[src/rtl/serial_bit_sender_pkg.sv]
// Shared definitions for the serial bit sender and the receiver-side display.
// Holds the state encoding, the default tick divider and the 7-segment digit table.
package serial_bit_sender_pkg;

  typedef enum logic [1:0] {
    IDLE = 2'b00,
    SEND = 2'b01,
    DONE = 2'b10
  } state_t;

  localparam int unsigned DEFAULT_DIV_COUNT = 25000000;

  // Active-low {g,f,e,d,c,b,a}; anything above 9 blanks the digit.
  function automatic logic [6:0] digit_to_seg(input logic [3:0] digit);
    logic [6:0] seg;
    case (digit)
      4'd0:    seg = 7'b1000000;
      4'd1:    seg = 7'b1111001;
      4'd2:    seg = 7'b0100100;
      4'd3:    seg = 7'b0110000;
      4'd4:    seg = 7'b0011001;
      4'd5:    seg = 7'b0010010;
      4'd6:    seg = 7'b0000010;
      4'd7:    seg = 7'b1111000;
      4'd8:    seg = 7'b0000000;
      4'd9:    seg = 7'b0010000;
      default: seg = '1;
    endcase
    return seg;
  endfunction

  // A zero or oversized length means "send the whole word".
  function automatic logic [3:0] clamp_len(input logic [3:0] len, input int unsigned width);
    logic [3:0] result;
    if (len == 4'd0 || 32'(len) > width) result = 4'(width);
    else result = len;
    return result;
  endfunction

endpackage

[src/rtl/serial_bit_sender_bit_tick_gen.sv]
// Bit-period timer: counts unpaused clk cycles and flags the last cycle of each bit.
module bit_tick_gen #(
  parameter int unsigned DIV_COUNT = 25000000
) (
  input  logic clk,
  input  logic reset,
  input  logic clear,
  input  logic hold,
  output logic tick
);

  localparam int unsigned CW = (DIV_COUNT < 1) ? 1 : $clog2(DIV_COUNT + 1);

  logic [CW-1:0] cnt;
  logic          at_end;

  assign at_end = (cnt == CW'(DIV_COUNT));
  assign tick   = at_end && !hold;

  always_ff @(posedge clk or negedge reset) begin
    if (!reset) begin
      cnt <= '0;
    end else if (clear) begin
      cnt <= '0;
    end else if (!hold) begin
      if (at_end) cnt <= '0;
      else        cnt <= cnt + CW'(1);
    end
  end

endmodule

[src/rtl/serial_bit_sender.sv]
// Serial transmitter: loads a word, shifts it out MSB-first one bit per tick,
// and shows the number of bits still to send on an active-low 7-segment digit.
module serial_bit_sender
  import serial_bit_sender_pkg::*;
#(
  parameter int unsigned DIV_COUNT = DEFAULT_DIV_COUNT,
  parameter int unsigned WIDTH     = 8
) (
  input  logic             clk,
  input  logic             reset,
  input  logic             start,
  input  logic             pause,
  input  logic [WIDTH-1:0] data,
  input  logic [3:0]       len,
  output logic             bit_out,
  output logic             bit_valid,
  output logic             busy,
  output logic             done,
  output logic [6:0]       seg
);

  state_t             state, state_d;
  logic [WIDTH-1:0]   shreg, shreg_d;
  logic [3:0]         remaining, remaining_d;
  logic               tick;
  logic               timer_clear;

  // Timer only runs in SEND; holding it cleared elsewhere gives cnt=0 on load.
  assign timer_clear = (state != SEND);

  bit_tick_gen #(
    .DIV_COUNT (DIV_COUNT)
  ) u_tick (
    .clk   (clk),
    .reset (reset),
    .clear (timer_clear),
    .hold  (pause),
    .tick  (tick)
  );

  always_ff @(posedge clk or negedge reset) begin
    if (!reset) begin
      state     <= IDLE;
      shreg     <= '0;
      remaining <= '0;
    end else begin
      state     <= state_d;
      shreg     <= shreg_d;
      remaining <= remaining_d;
    end
  end

  always_comb begin
    state_d     = state;
    shreg_d     = shreg;
    remaining_d = remaining;
    case (state)
      IDLE: begin
        if (start) begin
          shreg_d     = data;
          remaining_d = clamp_len(len, WIDTH);
          state_d     = SEND;
        end
      end
      SEND: begin
        if (tick) begin
          shreg_d     = shreg << 1;
          remaining_d = remaining - 4'd1;
          if (remaining == 4'd1) state_d = DONE;
        end
      end
      DONE:    state_d = IDLE;
      default: state_d = IDLE;
    endcase
  end

  always_comb begin
    bit_out   = (state == SEND) && shreg[WIDTH-1];
    bit_valid = (state == SEND);
    busy      = (state == SEND);
    done      = (state == DONE);
    seg       = digit_to_seg((state == SEND) ? remaining : 4'd0);
  end

endmodule

[config.mk]
export PLATFORM = sky130hd
export DESIGN_NAME = serial_bit_sender
export DESIGN_NICKNAME = d
export VERILOG_FILES = /design/src/rtl/serial_bit_sender_pkg.sv /design/src/rtl/serial_bit_sender_bit_tick_gen.sv /design/src/rtl/serial_bit_sender.sv
export SDC_FILE = /design/constraint.sdc
export NUM_CORES = 1
export LEC_CHECK = 0
export CORE_MARGIN = 8
export CORE_UTILIZATION = 50
export CTS_CLUSTER_SIZE = 28
export DETAILED_ROUTE_END_ITERATION = 16
export GPL_ROUTABILITY_DRIVEN = 0
export PLACE_DENSITY = 0.81
export SLEW_MARGIN = 20
export SYNTH_ARGS = -nofsm -noshare
export SYNTH_HDL_FRONTEND = slang
export SYNTH_SLANG_ARGS = --single-unit
[constraint.sdc]
create_clock -name clk -period 2.4 [get_ports clk]
set_clock_uncertainty 0.05 [all_clocks]
set_input_delay 0.24 -clock clk [delete_from_list [all_inputs] [get_ports clk]]
set_output_delay 0.24 -clock clk [all_outputs]
set_load 0.02 [all_outputs]
* Word level (Yosys, flattened, before mapping)
Memories as Yosys holds them, arrays and structs flattened.
Index checks and enable logic that the tools add are counted.
** Storage, ports and cells
- Word-level logic and storage cells :: 41
- Bits in registers :: 39
- Memories kept :: 1
- Bits in latches :: 0
- Bits of input ports :: 16
- Output and inout port bits :: 11
- Memory bits (read-only) :: 112
- RAM bits :: 0
** Memory list
- (name not given) :: words 16, width 7, read ports 1, clocked after Yosys merged registers in 0, write ports 0, RTL line serial_bit_sender_pkg.sv:16 : case (digit)
** Cells by class
- Eq/ne operators :: 9
- Multiply operators :: 0
- Div/mod/pow operators :: 0
- $lt $le $gt $ge :: 1
- Reductions and logical operators :: 9
- Add/subtract/negate cells :: 2
- Muxes and demuxes :: 15
- Bitwise logic cells :: 0
- Shift-type cells :: 0
** Operators by type and width (number)
- $mux 25 :: 3
- $add 25x1->25 const B :: 1
- $eq 25x25->1 const B :: 1
- $mux 4 :: 4
- $mux 8 :: 2
- $pmux 8 s2 :: 1
- $ne 2x1->1 const B :: 4
- $pmux 4 s2 :: 1
- $mux 2 :: 3
- $reduce_and 3->1 :: 2
- $eq 4x1->1 const B :: 1
- $gt 4x4->1 const B :: 1
- $logic_not 4->1 :: 1
- $pmux 2 s2 :: 1
- $sub 4x1->4 const B :: 1
- $eq 2x1->1 const B :: 1
- $eq 2x2->1 const B :: 1
- $logic_and 1x1->1 :: 2
- $logic_not 2->1 :: 1
- $ne 2x2->1 const B :: 1
- $reduce_bool 2->1 :: 1
- $logic_not 1->1 :: 1
- $logic_or 1x1->1 :: 1

* Depth between registers and ports, before layout
- Word-level depth :: 5
- Gate-level depth with buffers :: 10
- Depth with buffers taken out :: 8

* Hierarchy
From an unflattened synthesis, not the netlist that was laid out.
** Unflattened totals
- Cell total of the unflattened synthesis :: 289
- Area total of the unflattened synthesis :: 2538.7 um^2
** By module, submodules not included
- bit_tick_gen :: cells each 170, times used 1, area an instance 1506.4 um^2, sequential area each 625.6 um^2
- serial_bit_sender :: cells each 119, times used 1, area an instance 1032.2 um^2, sequential area each 350.3 um^2

* Least setup slack after synthesis
No wires, ideal clock.
- Kind :: register to output
- Start point :: reg state[1]
- End point :: out seg[1]
- Buffers on the path :: 2
- Data arrival time :: 2226 ps
- Slack :: -116 ps
- Data required time :: 2110 ps
- Cell stages (with the launch flop) :: 10
- Path through :: dfrtp_1 -> clkbuf_2 -> nand2b_1 -> inv_1 -> clkbuf_1 -> nand2_1 -> ha_1 -> inv_1 -> o21ai_0 -> a21oi_1
** On the way
- Cells in the longest elaborated chain, start to end :: 3
** RTL lines
- start, declared :: RTL line serial_bit_sender.sv:22 : state_t state, state_d;
- start signal, assigned :: RTL line serial_bit_sender.sv:47 : state <= state_d;
- $eq 2x1->1
- via bit_valid :: RTL line serial_bit_sender.sv:16 : output logic bit_valid,
- $mux 4 :: RTL line serial_bit_sender.sv:82 : seg = digit_to_seg((state == SEND) ? remaining : 4'd0);
- $mem_v2 16x7
- end, declared :: RTL line serial_bit_sender.sv:19 : output logic [6:0] seg
The timed path passes the listed nets, and every way through them passes these cells.

* Worst setup path in the final report
- Start point :: reg state[1]
- End point :: out seg[3]
** On the way
- Cells in the longest elaborated chain, start to end :: 3
** RTL lines (RTL line)
- $eq 2x1->1 :: serial_bit_sender.sv:82
- $mux 4 :: serial_bit_sender.sv:82
- $mem_v2 16x7
No other way between the ends.

==> run metrics <==
pwr dens 572 mW/mm^2; first-pass GRT wire length approximately 10 mm; Final nets around 350; P_int 1.19 mW; Vias/cell 5.93; Reg2Reg Setup Slack 230 ps; Iteration-0 DRC Markers 159; Final Util around three fifths; fmax about 440 MHz; share of layout cells above drive strength 1 a little over an eighth; vias in the first global route 2,102; Clock Latency Late Sink 290 ps; post-CTS setup buffer count 0; most common cell after layout, fill and taps aside nor2_1; residual DRC count 0; Crit. End Element output port; CTS Buf Count 5; CTS tree done; CP bufs+invs 2; Total GRT Usage between 15 and 20%; number of synthesized flops with an enable pin 0; largest net degree at the start of global routing 40; most frequent cells in the layout nor2_1 (40), dfrtp_1 (39), nand2_1 (23), clkdlybuf4s50_1 (18), buf_4 (16); data arrival time of the critical path roughly 2000 ps; post-route minimum period 2270 ps; register area slightly below 0.001 mm^2; Reg clk slew, reported paths around 80 ps; Comb power frac a little under a quarter; syn avg cell area about 8.7 um^2; Max-Cap Viols 0; worst rel slew slack 41.8%; FFs w/ async S/R, synth 100%; Reg-to-Reg End shreg[0]; top post-synthesis cells by area dfrtp_1 (39%), nor2_1 (6.1%), ha_1 (4.5%), nand2_1 (3.6%), xor2_1 (3.5%); DR vias around 2,300; first-pass detailed-route iteration total 6; Crit path top cell by count o22a_1; area of the multi-input gates approximately 0.0014 mm^2; Switching Fraction a little under a third; final-report hold violation count 0; family with the most delay on the worst path compound AO/OA/AOI/OAI gates; placement row count 26; distinct cell type count after synthesis 55; Max Buffers Root-to-Sink 2; worst endpoint required time roughly 2100 ps; I/O pin count 27; ant diodes 0; Initial Util between 50% and 60%; core area between 0.004 and 0.005 mm^2; Final Setup Violations 0; RSZ-0062 raised after global routing false; initial antenna violation count 0; hold_buf cts 0; startpoint types flop; die area approximately 0.0076 mm^2; CTS root buffer clkbuf_8; Worst VDD drop ~0.49 mV; CP Class reg2out; Post-DP HPWL about 4.5 mm; Hold Path Class in2async; TritonCTS Sinks 39; Post-Synthesis Cells 289; Worst Tran Pin Value 874 ps; Fin Setup TNS 0 ps; WL per Instance between 15 and 20 um; ys flop type dfrtp_1; leading area contributor after synthesis dfrtp_1; sequential fraction of the synthesis area between 30% and 40%; Ys Warns 0; Mapped Area approximately 0.0025 mm^2; final max-slew violation count 0; #FFs+latches synth 39; Reg2Reg Depth 7; leakage power total between 1 and 1.5 nW; H-tree depth 2; status completed; CP peak stage delay 380 ps; Port Buf Inserts 26; # fillers 423; R2R Path Start u_tick.cnt[0]; CP Cell Sequence nand2b_4 > nor2_2 > inv_2 > ha_1 > o22a_1 > o22a_1 > o31a_1 > clkdlybuf4s15_2; Final Cycle Share 94.6%; Sequential Power Share around half; Area Overhead vs Synth 20.2%; WL final 6.07 mm; Yosys top cell area share a little under 40%; slowest stage cell, crit path dfrtp_1; die height roughly 87 um; Congestion Overflow GR 0; Net Count, Synth 314; Clock Power Share 27.7%; CP Max Fanout 4; Antenna Nets Post-Route 0; Switch Pwr roughly 0.55 mW; Die X approximately 87 um
kinds of logic (layout without fill, tap and decap cells):
group	after synthesis	in the layout	synth area share (%)
mux	1	1	0.397
flops	39	39	38.7
xor+xnor	15	15	5.21
simple gates	147	147	32.6
compound gates	51	51	14.2
buf+inv	27	62	4.42
fa+ha+maj	9	9	4.47
what timing repair did:
item | in CTS | in global routing
resized for setup | 11 | 4
endpoints found under the setup margin | 7 | 5
cloned | 0 | 0
pin swaps | 0 | 1
power by group through the flow:
stage	sequential (mW)	combinational (mW)	clock (mW)
floorplan	0.825	0.274	0
global placement	0.842	0.409	0
detailed placement	0.845	0.422	0
CTS	0.838	0.415	0.499
global route	0.853	0.463	0.519
finish	0.840	0.415	0.480
worst max-delay path by stage:
stage | from | endpoint | cells after the start
final | state[1] | seg[3] | 8
after global routing | state[0] | seg[3] | 9
after CTS | state[1] | seg[6] | 8
after detailed placement | state[1] | seg[3] | 9
after global placement | state[1] | seg[3] | 8
after floorplan | state[1] | seg[1] | 9
cell usage after synthesis, types with 4 or more instances:
master,number
buf_2,4
clkbuf_1,9
nor3_1,4
ha_1,9
xor2_1,10
nand2b_1,5
nand3_1,15
and2_1,4
nor4_1,4
o21ai_0,7
nor2b_1,5
o22ai_1,12
dfrtp_1,39
nand2_1,24
nor2_1,41
and3_1,4
o211ai_1,4
xnor2_1,5
inv_1,12
nand4_1,12
worst register-to-register path, stage by stage (launching register included):
cell and delay, ps:
dfrtp_1 430, inv_1 80, ha_1 150, and3b_1 170, nand4_2 230, or4_1 660, a21oi_1 180, o22ai_1 100
registers in the layout, summed over array words and instances (netlist names):
signal	flops
remaining	4
shreg	8
state	2
u_tick.cnt	25
per-layer routing:
layer  global-route usage [%]  up-vias  part of all wire (%)  routed length (um)
li1                         -     1116                     -                   -
met2                     27.1       61                    50                3040
met4                     5.63        0                   1.1                  65
met1                     20.4     1152                    44                2650
met5                        0        -                     0                   0
met3                     3.21        8                   5.0                 305
through the flow:
stage	setup WS, ps	power [mW]	hold WS (ps)	std cells	area (um^2)
after floorplan	106	1.10	-106	289	2520
after global placement	127	1.25	354	386	2920
after detailed placement	39.5	1.27	351	386	2920
after CTS	4.25	1.75	40.8	394	3020
after global routing	14.0	1.84	87.3	394	3030
final	130	1.73	11.5	394	3030
cell type report:
cell class / instances / area share (%)
Timing Repair Buffer: 42 / 12.4
Sequential cell: 39 / 32.2
Multi-Input combinational cell: 223 / 47.7
Inverter: 12 / 1.49
Tap cell: 70 / 2.89
Clock buffer: 8 / 3.30
Power figures use the tool's default switching activity.
